## config.mk

```make
export PLATFORM = sky130hd
export DESIGN_NAME = wb_stage
export DESIGN_NICKNAME = d
export VERILOG_FILES = /design/src/rtl/pipe_defs.sv /design/src/rtl/wb_stage_load_align.sv /design/src/rtl/wb_stage.sv
export SDC_FILE = /design/constraint.sdc
export NUM_CORES = 1
export LEC_CHECK = 0
export ABC_CLOCK_PERIOD_IN_PS = 3800
export BUFFER_PORTS_ARGS = -buffer_cell sky130_fd_sc_hd__buf_2
export CORE_ASPECT_RATIO = 0.8
export CORE_MARGIN = 2
export CORE_UTILIZATION = 29
export CTS_CLUSTER_SIZE = 24
export DETAILED_ROUTE_END_ITERATION = 12
export PLACE_DENSITY = 0.55
export SLEW_MARGIN = 20
export SYNTH_ARGS = -nofsm -noshare
export SYNTH_HDL_FRONTEND = slang
export SYNTH_SLANG_ARGS = --single-unit
```

## constraint.sdc

```tcl
create_clock -name clk -period 3.8 [get_ports clk]
set_input_delay 0.57 -clock clk [delete_from_list [all_inputs] [get_ports clk]]
set_output_delay 0.57 -clock clk [all_outputs]
set_load 0.03 [all_outputs]
```

## src/rtl/pipe_defs.sv

```systemverilog
// Shared pipeline encodings: load-type selects and write-back source selects.
package pipe_defs;

  localparam logic [2:0] DM_WORD   = 3'b000;
  localparam logic [2:0] DM_HALF   = 3'b001;
  localparam logic [2:0] DM_HALF_U = 3'b010;
  localparam logic [2:0] DM_BYTE   = 3'b011;
  localparam logic [2:0] DM_BYTE_U = 3'b100;

  localparam logic [1:0] WDSel_FromALU = 2'b00;
  localparam logic [1:0] WDSel_FromMEM = 2'b01;
  localparam logic [1:0] WDSel_FromPC  = 2'b10;

endpackage

```

## src/rtl/wb_stage_load_align.sv

```systemverilog
// Extracts a byte/halfword/word from an aligned memory word and sign- or zero-extends it.
module load_align
  import pipe_defs::*;
#(
  parameter int unsigned XLEN = 32
) (
  input  logic [2:0]      dm_ctrl,
  input  logic [1:0]      addr,
  input  logic [XLEN-1:0] rdata,
  output logic [XLEN-1:0] ext_data
);

  logic [15:0] half_v;
  logic [7:0]  byte_v;

  always_comb begin
    half_v = addr[1] ? rdata[31:16] : rdata[15:0];
    byte_v = rdata[{addr, 3'b000} +: 8];
    case (dm_ctrl)
      DM_HALF:   ext_data = {{(XLEN-16){half_v[15]}}, half_v};
      DM_HALF_U: ext_data = {{(XLEN-16){1'b0}}, half_v};
      DM_BYTE:   ext_data = {{(XLEN-8){byte_v[7]}}, byte_v};
      DM_BYTE_U: ext_data = {{(XLEN-8){1'b0}}, byte_v};
      // Word and the unused encodings pass the word through.
      default:   ext_data = rdata;
    endcase
  end

endmodule

```

## src/rtl/wb_stage.sv

```systemverilog
// Write-back stage: MEM/WB register, load extraction, write-back mux and retire counter.
module wb_stage
  import pipe_defs::*;
#(
  parameter int unsigned XLEN  = 32,
  parameter int unsigned CNT_W = 64
) (
  input  logic             clk,
  input  logic             reset,
  input  logic             MEM_valid,
  input  logic             MEM_RegWrite,
  input  logic [4:0]       MEM_rd,
  input  logic [1:0]       MEM_WDSel,
  input  logic [2:0]       MEM_dm_ctrl,
  input  logic [XLEN-1:0]  MEM_aluout,
  input  logic [XLEN-1:0]  MEM_pc,
  input  logic [XLEN-1:0]  dm_rdata,
  input  logic             stall,
  input  logic             flush,
  output logic             WB_RegWrite,
  output logic [4:0]       WB_rd,
  output logic [XLEN-1:0]  WB_WD,
  output logic             WB_valid,
  output logic             WB_retire,
  output logic [CNT_W-1:0] instret
);

  logic             valid_q, valid_d;
  logic             regwrite_q, regwrite_d;
  logic [4:0]       rd_q, rd_d;
  logic [1:0]       wdsel_q, wdsel_d;
  logic [2:0]       dm_ctrl_q, dm_ctrl_d;
  logic [XLEN-1:0]  aluout_q, aluout_d;
  logic [XLEN-1:0]  pc_q, pc_d;
  logic             fired_q, fired_d;
  logic [CNT_W-1:0] instret_q, instret_d;
  logic [XLEN-1:0]  load_data;

  load_align #(
    .XLEN (XLEN)
  ) u_load_align (
    .dm_ctrl  (dm_ctrl_q),
    .addr     (aluout_q[1:0]),
    .rdata    (dm_rdata),
    .ext_data (load_data)
  );

  always_comb begin
    valid_d    = valid_q;
    regwrite_d = regwrite_q;
    rd_d       = rd_q;
    wdsel_d    = wdsel_q;
    dm_ctrl_d  = dm_ctrl_q;
    aluout_d   = aluout_q;
    pc_d       = pc_q;
    fired_d    = 1'b0;
    if (flush) begin
      valid_d    = 1'b0;
      regwrite_d = 1'b0;
      rd_d       = '0;
      wdsel_d    = '0;
      dm_ctrl_d  = '0;
      aluout_d   = '0;
      pc_d       = '0;
    end else if (stall) begin
      // A held instruction must write and retire only once.
      fired_d = fired_q | valid_q;
    end else begin
      valid_d    = MEM_valid;
      regwrite_d = MEM_RegWrite;
      rd_d       = MEM_rd;
      wdsel_d    = MEM_WDSel;
      dm_ctrl_d  = MEM_dm_ctrl;
      aluout_d   = MEM_aluout;
      pc_d       = MEM_pc;
    end
  end

  always_comb begin
    // Reset gating keeps the in-flight instruction from writing in the reset cycle.
    WB_retire   = valid_q & ~fired_q & ~reset;
    WB_RegWrite = WB_retire & regwrite_q & (rd_q != 5'd0);
    WB_rd       = rd_q;
    WB_valid    = valid_q;
    instret     = instret_q;
    instret_d   = instret_q + CNT_W'(WB_retire);
    WB_WD       = '0;
    if (valid_q) begin
      case (wdsel_q)
        WDSel_FromMEM: WB_WD = load_data;
        WDSel_FromPC:  WB_WD = pc_q + XLEN'(4);
        default:       WB_WD = aluout_q;
      endcase
    end
  end

  always_ff @(posedge clk) begin
    if (reset) begin
      valid_q    <= 1'b0;
      regwrite_q <= 1'b0;
      rd_q       <= '0;
      wdsel_q    <= '0;
      dm_ctrl_q  <= '0;
      aluout_q   <= '0;
      pc_q       <= '0;
      fired_q    <= 1'b0;
      instret_q  <= '0;
    end else begin
      valid_q    <= valid_d;
      regwrite_q <= regwrite_d;
      rd_q       <= rd_d;
      wdsel_q    <= wdsel_d;
      dm_ctrl_q  <= dm_ctrl_d;
      aluout_q   <= aluout_d;
      pc_q       <= pc_d;
      fired_q    <= fired_d;
      instret_q  <= instret_d;
    end
  end

endmodule

```

==> reports/results.txt <==
cts hold-fix bufs = 0
Hold WC Path Type = in2reg
Final Max Slew Viols = 0
EDFF count, synth = 0
CP delay by family, top = simple AND/OR/NAND/NOR gates
initial antenna violation count = 2
CTS Root Cell = clkbuf_16
Max H-tree Level = 4
Area Overhead vs Synth = 26.5%
worst hold stages = 3
chip height = 150 um
flop-to-flop setup slack = 590 ps
largest net degree at the start of global routing = 68
Synth Cell Area = 7760 um^2
Static Leak = 3.91 nW
arrival time at the worst endpoint = 3040 ps
DR WL met3 = 1.84 mm
DRC Markers = 0
global-route wire length before repair = 41.9 mm
worst ir drop on vdd = 309 uV
drt wl/cell = 18.0 um
placed cell area = 9240 um^2
proportion of layout cells with a drive suffix above 1 = 0.249
fin crit share = 0.951
final setup fails = 0
reg-to-reg critical path endpoint = instret[56]
CTS max path bufs = 2
Crit Path Max Fanout = 10
post-CTS sizing = 0
final hold viol count = 0
Crit-path slowest cell = or3_1
Critical Path Stages = 7
DIE AREA = 28100 um^2
Final Skew = 10.2 ps
slowest stage delay, CP = 630 ps
IO Port Bufs = 215
initial drt markers = 662
via/cell ratio = 5.23
Yosys cell types = 55
Critical Path RT = 3230 ps
hold path endpoint = WB_valid
Sequential Area = 2820 um^2
# IOs = 216
nature of the critical path endpoint = output port
Yosys warning count = 0
Synth Instances = 952
worst rel slew slack = 0.377
area of the multi-input gates = 4620 um^2
worst-skew pair later-pin latency = 430 ps
Initial Utilization = 0.296
# fillers = 2791
TNS Setup = 0 ps
most common flop cell mapped by yosys = dfxtp_1
CORE AREA = 26300 um^2
RSZ-0062 raised after global routing = no
Total Wirelength = 27.3 mm
Metal-1 WL = 13.2 mm
Seq cells post-synth = 141
Routed Antenna Nets = 0
dpl hpwl = 20.4 mm
register clock-pin slew on the reported worst setup and hold paths = 70 ps
FP Rows = 53
critical path buffer and inverter count = 1
global route overflow = 0
FF-to-FF Start = WB_valid
drt first pass iters = 5
vias in the first global route = 7244
cells along the critical path = ha_1 > nand4_1 > or3_1 > or4_1 > a21oi_1 > o21a_1 > buf_2
DR vias = 7925
sequential share of the synthesized area = 0.364
reg2reg path depth = 9
Nets = 1262
TritonCTS clock tree = built
Avg Inst Size Synth = 8.15 um^2
FMAX = 277 MHz
maxcap violations = 0
Hold Startpoint = MEM_valid
Worst-Margin Slew = 926 ps
Final Cell Area = 9820 um^2
GPL Wtd Cong = 0.884
status = complete, no violations
Synthesized Nets = 1069
chip width = 187 um
Tmin final = 3610 ps
top routing layer used = met5
clk sinks = 141
Pwr per Cell Area = 359 nW/um^2
total track usage = 0.191
asr flop ratio synth = 0
crit start category = flip-flop
CP Class = reg2out
Routed met2 length = 11.8 mm
postcts setup bufs = 0
CTS Buf Count = 17
-- tightest hold or removal path: cells and delay by family --
family	cells	cell delay (ps)
AND/OR/NAND/NOR	1	70
buffers and inverters	1	70
multiplexers	1	50
-- sequential cells by signal (all words and copies together), names as in the netlist --
register    cells
instret        64
aluout_q       32
pc_q           32
WB_rd           5
dm_ctrl_q       3
wdsel_q         2
WB_valid        1
fired_q         1
regwrite_q      1
-- logic make-up after synthesis --
| family | count (synthesis) | share of synthesized area |
|---|---|---|
| and+or+nand+nor | 393 | 0.255 |
| buffers and inverters | 85 | 0.0422 |
| adders and majority gates | 5 | 0.00806 |
| DFF | 141 | 0.364 |
| xor gates and xnor gates | 45 | 0.0508 |
| muxes | 90 | 0.120 |
| AOI/OAI and AO/OA | 193 | 0.160 |
-- per-stage QoR --
stage | worst slack, ps | total power (W) | hold slack [ps] | cells | util
2_1_floorplan | 164 | 0.00173 | 455 | 952 | -
3_3_place_gp | 659 | 0.00188 | 461 | 1483 | 0.352
3_5_place_dp | 617 | 0.00188 | 471 | 1483 | 0.352
4_1_cts | 187 | 0.00357 | 350 | 1515 | 0.374
5_1_grt | 36.2 | 0.00366 | 362 | 1516 | 0.374
6_report | 186 | 0.00353 | 372 | 1516 | 0.374
-- Yosys cell counts (6+ instances only) --
cell	instances	area (um^2)
a21oi_1	57	285
and2_1	6	37.5
and3_1	6	37.5
and4_1	11	96.3
buf_1	13	48.8
clkbuf_1	49	184
dfxtp_1	141	2820
inv_1	21	78.8
mux2i_1	85	851
nand2_1	57	214
nand3_1	39	195
nand4_1	24	150
nand4b_1	8	70.1
nor2_1	142	533
nor3_1	33	165
nor4_1	9	56.3
o211ai_1	7	52.6
o21a_1	11	82.6
o21ai_0	47	235
o221ai_1	16	140
o31ai_1	14	105
o41ai_1	8	70.1
or3_1	24	150
or4_1	18	135
xnor2_1	24	210
xor2_1	21	184
-- metal layers --
metal  vias to the layer above  global-route usage
li1                       3877                   -
met1                      3747               0.272
met2                       273               0.278
met3                        26              0.0538
met4                         2              0.0627
met5                         -                   0
-- cells in the final DEF (no fill, tap or decap), types with 32 or more instances in the layout --
cell type	Yosys	layout
nor3_1	33	32
a21oi_1	57	57
dfxtp_1	141	141
nor2_1	142	142
nand2_1	57	57
mux2i_1	85	85
o21ai_0	47	47
buf_2	1	214
nand3_1	39	39
-- final cells by class --
cell class                 instances  share of cell area
sequential                       141               0.287
clock inverter                    13              0.0133
antenna                            1            0.000255
inverter                          21             0.00803
clock buffer                      19              0.0461
multi-input combinational        726               0.471
tap                              357              0.0455
timing repair buffer             238               0.129
-- power breakdown --
group | internal (W) | switching, W
Combinational | 0.000127 | 0.000187
Sequential | 0.00150 | 0.0000277
Clock | 0.000952 | 0.000728
Total | 0.00258 | 0.000943
-- worst max-delay path by stage --
stage | start | end | slack [ps]
6_report | pc_q[2] | WB_WD[20] | 190
5_1_grt | pc_q[2] | WB_WD[28] | 40
4_1_cts | pc_q[2] | WB_WD[20] | 190
2_1_floorplan | WB_valid | instret[54] | 160
3_3_place_gp | pc_q[2] | WB_WD[20] | 660
3_5_place_dp | WB_valid | instret[60] | 620
(Power assumes the default switching activity.)
